### src/rtl/id_stage_regfile_pipe.sv
// id_stage_regfile_pipe: MIPS decode stage with GRF, forwarding, branch compare and D/E register.
// Optional stall counter output enabled by defining ID_STALL_CNT_EN.
module id_stage_regfile_pipe #(
    parameter int DATA_W   = 32,
    parameter int REG_NUM  = 32,
    parameter int RD_PORTS = 2
) (
    input  logic                         clk,
    input  logic                         reset,
    input  logic [31:0]                  d_instr,
    input  logic [31:0]                  d_pc,
    input  logic                         d_valid,
    input  logic [5*RD_PORTS-1:0]        raddr,
    input  logic [2*RD_PORTS-1:0]        fwd_sel,
    input  logic [DATA_W-1:0]            m_fwd,
    input  logic [DATA_W-1:0]            w_fwd,
    input  logic                         we,
    input  logic [4:0]                   waddr,
    input  logic [DATA_W-1:0]            wdata,
    input  logic [2:0]                   br_mode,
    input  logic                         stall,
    input  logic                         flush,
    input  logic                         e_hold,
    output logic [DATA_W*RD_PORTS-1:0]   rdata,
    output logic                         br_taken,
    output logic [31:0]                  br_target,
    output logic [DATA_W*RD_PORTS-1:0]   e_rdata,
    output logic [31:0]                  e_instr,
    output logic [31:0]                  e_pc,
    output logic                         e_valid
`ifdef ID_STALL_CNT_EN
    ,
    output logic [31:0]                  stall_cnt
`endif
);
    logic [DATA_W-1:0] grf [REG_NUM];
    logic              w_ok;
    logic              bubble;
    logic              cmp;
    logic [DATA_W-1:0] a;
    logic [DATA_W-1:0] b;
    logic [31:0]       off;

    assign w_ok = we && waddr != 5'd0 && {1'b0, waddr} < 6'(REG_NUM);

    always_ff @(posedge clk) begin
        if (reset)
            for (int i = 0; i < REG_NUM; i++) grf[i] <= '0;
        else if (w_ok)
            grf[waddr] <= wdata;
    end

    // Forward muxes win over the same-cycle write-through bypass.
    for (genvar k = 0; k < RD_PORTS; k++) begin : g_rd
        logic [4:0] ra;
        logic [1:0] fs;
        logic       ok;
        assign ra = raddr[5*k +: 5];
        assign fs = fwd_sel[2*k +: 2];
        assign ok = ra != 5'd0 && {1'b0, ra} < 6'(REG_NUM);
        assign rdata[DATA_W*k +: DATA_W] = fs == 2'b10 ? m_fwd :
                                           fs == 2'b01 ? w_fwd :
                                           !ok ? '0 :
                                           (w_ok && waddr == ra) ? wdata : grf[ra];
    end

    assign a   = rdata[DATA_W-1:0];
    assign b   = rdata[2*DATA_W-1:DATA_W];
    assign off = {{14{d_instr[15]}}, d_instr[15:0], 2'b00};

    // Signed zero compares reduce to sign bit and zero test.
    always_comb begin
        cmp = br_mode == 3'd1 ? a == b :
              br_mode == 3'd2 ? a != b :
              br_mode == 3'd3 ? a[DATA_W-1] || a == '0 :
              br_mode == 3'd4 ? !a[DATA_W-1] && a != '0 :
              br_mode == 3'd5 ? a[DATA_W-1] :
              br_mode == 3'd6 ? !a[DATA_W-1] :
              br_mode == 3'd7;
        br_taken  = d_valid && cmp;
        br_target = br_mode == 3'd7 ? 32'(a) : d_pc + 32'd4 + off;
    end

    assign bubble = stall || flush || !d_valid;

    always_ff @(posedge clk) begin
        if (reset) begin
            e_valid <= 1'b0;
            e_instr <= '0;
            e_pc    <= '0;
            e_rdata <= '0;
        end else if (!e_hold) begin
            e_valid <= !bubble;
            e_instr <= bubble ? '0 : d_instr;
            e_pc    <= bubble ? '0 : d_pc;
            e_rdata <= bubble ? '0 : rdata;
        end
    end

`ifdef ID_STALL_CNT_EN
    always_ff @(posedge clk) begin
        if (reset)
            stall_cnt <= '0;
        else if (stall && !e_hold && stall_cnt != '1)
            stall_cnt <= stall_cnt + 32'd1;
    end
`endif
endmodule

### config.mk
export PLATFORM = sky130hd
export DESIGN_NAME = id_stage_regfile_pipe
export DESIGN_NICKNAME = d
export VERILOG_FILES = /design/src/rtl/id_stage_regfile_pipe.sv
export SDC_FILE = /design/constraint.sdc
export NUM_CORES = 2
export LEC_CHECK = 0
export ABC_AREA = 1
export CAP_MARGIN = 0
export CORE_ASPECT_RATIO = 0.5
export CORE_MARGIN = 8
export CORE_UTILIZATION = 45
export DETAILED_ROUTE_END_ITERATION = 7
export DONT_BUFFER_PORTS = 1
export GPL_ROUTABILITY_DRIVEN = 0
export SETUP_SLACK_MARGIN = 0.4
export SYNTH_ARGS = -nofsm -noshare
export SYNTH_HDL_FRONTEND = slang
export SYNTH_SLANG_ARGS = --single-unit
### constraint.sdc
create_clock -name clk -period 5.7 [get_ports clk]
set_input_delay 1.14 -clock clk [delete_from_list [all_inputs] [get_ports clk]]
set_output_delay 1.14 -clock clk [all_outputs]
set_load 0.02 [all_outputs]
==> metrics.txt <==
clock buffer depth 3; CP peak stage delay 0.83 ns; Reg2Reg Depth 13; Worst Hold End e_instr[16]; area leader, netlist edfxtp_1; DR vias/cell 5.81; core area 149000 µm²; actual slew at the worst max-slew pin 2.00 ns; largest net degree at the start of global routing 767; die extent in x 563 µm; vias 62888; sequential area share after synthesis 0.496; r2r setup slk 3.18 ns; #FFs+latches synth 1153; Final Cycle Share 1.07; vias in the first global route approximately 56000; Worst path top cell family by delay simple AND/OR/NAND/NOR gates; Most used DFF post-synth edfxtp_1; worst skew pair latency 0.76 ns; Worst Clk Skew 0.0229 ns; First-pass DRT Iterations 8; worst hold path type primary input to flip-flop; Final Hold Vio Count 0; I/O pins around 420; mean routed wirelength per cell 25.2 µm; min Tclk post-route 6.11 ns; placed insts ~11000; die area roughly 160000 µm²; antenna violations before repair 12; CTS clk-pin slew, worst paths 0.07 ns; Fmax 0.164 GHz; Synth Area per Inst 7.52 µm²; Max Cap Viol 0; Lkg Pwr 31.3 nW; residual DRC count 0; crit path DAT 4.97 ns; Post-DRT Antenna Nets 0; hold path cells 1; Buf/Inv on CP 2; mapped cell area 67200 µm²; layout cell share with drive strength beyond 1 0.0943; # rows 100; crit end category output port; first-pass GRT wire length 385000 µm; hold path start reset; CP Launch Type primary input; FF-to-FF Start grf[29][17]; Design Area, Final 74600 µm²; Synthesis Warnings 0; Pwr per Cell Area 281 nW/µm²; IO Port Bufs 0; required time worst endpoint roughly 4.6 ns; Total Nets Final 8994; failing checks slew limit, setup timing; Pins Over Slew Limit 283; Post-DP Area about 70000 µm²; RSZ-0062 raised after global routing yes; Sink Count 1153; initial DRC count 10076; asr flop ratio synth 0; clock root cell clkbuf_16; total grt overflow 0; Crit path top cell by count nand2_1; final std cells w/o fill 10831; Yosys top cell area share 0.457; Worst R2R End e_rdata[49]; cts bufs inserted 113; area grow syn2layout 10.9%; initial core utilization 0.453; status complete, but fails checks; Crit Path Max Fanout 766; WS Path Type primary input to output port; Slew headroom -0.336; Slowest-stage cell, CP o21ai_0; Worst Slack Setup Final -0.407 ns; Tot GR Track Use 0.318; CTS tree yes; final wirelength 273000 µm; Post-synth EDFFs 1024; HPWL after DPL between 150000 and 200000 µm; Cell variety after synth 51; Syn Inst Count 8939; top cells by area, synth edfxtp_1 46%, nand2_1 15%, nor2_1 9.7%; final setup violation count 1; crit-path cells o21ai_0 > nand3_1 > nand2_2 > nand3_1 > nand2_2 > nand2_2 > nand2_2 > nand2_1 > nand2_2 > inv_4 > nand2_1 > nand3_1 > nor2_1 > nand2_1 > nor2_2 > nand2_1 > nand2_1 > nand2_1 > a21oi_4 > buf_6; Peak VDD IR around 0.23 mV; H-tree depth 3; die height 289 µm
cells in the mapped netlist, drive strengths merged, types with 2 or more instances:
library cell and count:
nand2 2605, nor2 1733, edfxtp 1024, nand3 703, inv 662, o21ai 518
a21oi 435, buf 345, clkbuf 342, o211ai 220, dfxtp 129, or2 76
ha 57, xnor2 18, nor3 17, xor2 10, mux2i 9, nand4 7
a31oi 6, a21boi 3, o21a 3, and3 2, nor4 2, o22ai 2
metal layers:
metal  share of wire  vias to the layer above  track usage
li1                -                    28580            -
met1            0.39                    29521        0.442
met2            0.41                     4283        0.461
met3            0.16                      500        0.119
met4           0.030                        4       0.0967
met5         0.00087                        -            0
worst max path at each step:
stage,startpoint,end,depth (start not counted)
after global routing,raddr[5],br_taken,22
after CTS,raddr[2],br_taken,24
after detailed placement,raddr[2],br_taken,24
after floorplan,d_instr[1],br_target[27],20
final,raddr[0],br_taken,20
after global placement,raddr[0],br_taken,26
metrics by stage:
step / utilization / TNS [ns] / worst slack, ns / hold slack (ns) / total power, W
floorplan: - / 0 / 0.708 / 0.535 / 0.0122
global placement: 0.469 / 0 / 0.0115 / 0.548 / 0.0133
detailed placement: 0.469 / 0 / 0.0942 / 0.552 / 0.0133
CTS: 0.495 / 0 / 0.378 / 0.422 / 0.0207
global route: 0.502 / 0 / 0.212 / 0.428 / 0.0215
finish: 0.502 / -0.407 / -0.407 / 0.453 / 0.0210
flip-flops by register name (all words and copies together) (netlist names):
register / cells
e_instr: 32
e_pc: 32
e_rdata: 64
e_valid: 1
grf: 1024
cell usage in the layout (no fill, tap or decap), types with 7 or more instances in the layout:
cell	instances
nand4_1	7
dfxtp_1	129
inv_2	25
clkinv_2	14
mux2i_1	9
a21oi_1	408
or2_2	75
xor2_1	10
ha_1	56
buf_6	10
nor3_1	15
buf_12	43
o21ai_1	30
clkbuf_16	122
a21oi_2	26
edfxtp_1	1024
xnor2_1	18
nand3_4	23
nand3_2	30
clkbuf_1	30
o211ai_1	220
diode_2	8
nand3_1	650
nand2_1	2482
nand2_2	121
o21ai_0	484
inv_1	628
nor2_1	1722
buf_4	279
clkinv_1	22
conb_1	32
area by class of cell:
| class | instances | area, µm² |
|---|---|---|
| Fill cell | 14295 | 74000 |
| Sequential cell | 1153 | 33300 |
| Multi-Input combinational cell | 6467 | 29200 |
| Timing Repair Buffer | 345 | 3400 |
| Clock buffer | 154 | 3150 |
| Inverter | 663 | 2570 |
| Tap cell | 1989 | 2490 |
| Clock inverter | 48 | 389 |
| Timing Repair inverter | 4 | 37.5 |
| Antenna cell | 8 | 20.0 |
power breakdown:
group	internal, W	leakage (nW)	switching [W]
logic	0.00109	18.8	0.00250
clock network	0.00404	1.71	0.00351
registers	0.00962	10.8	0.000210
total	0.0147	31.3	0.00621
logic make-up after synthesis:
family,count (synthesis),synth area share
other,1,0.0000558
buffers and inverters,1350,0.0848
xor gates and xnor gates,28,0.00365
and+or+nand+nor,5147,0.305
muxes,9,0.00134
DFF,1153,0.496
adders and majority gates,58,0.0109
AOI/OAI and AO/OA,1193,0.0988
repair_timing:
item                                    4_1_cts  5_1_grt
endpoints found under the hold margin         0        0
gates cloned                                  6        5
pin swaps                                     2       49
hold buffers                                  0        0
resized for setup                            38      194
endpoints found under the setup margin        4        8
buffers inserted                              8       21
(Power assumes the default switching activity.)
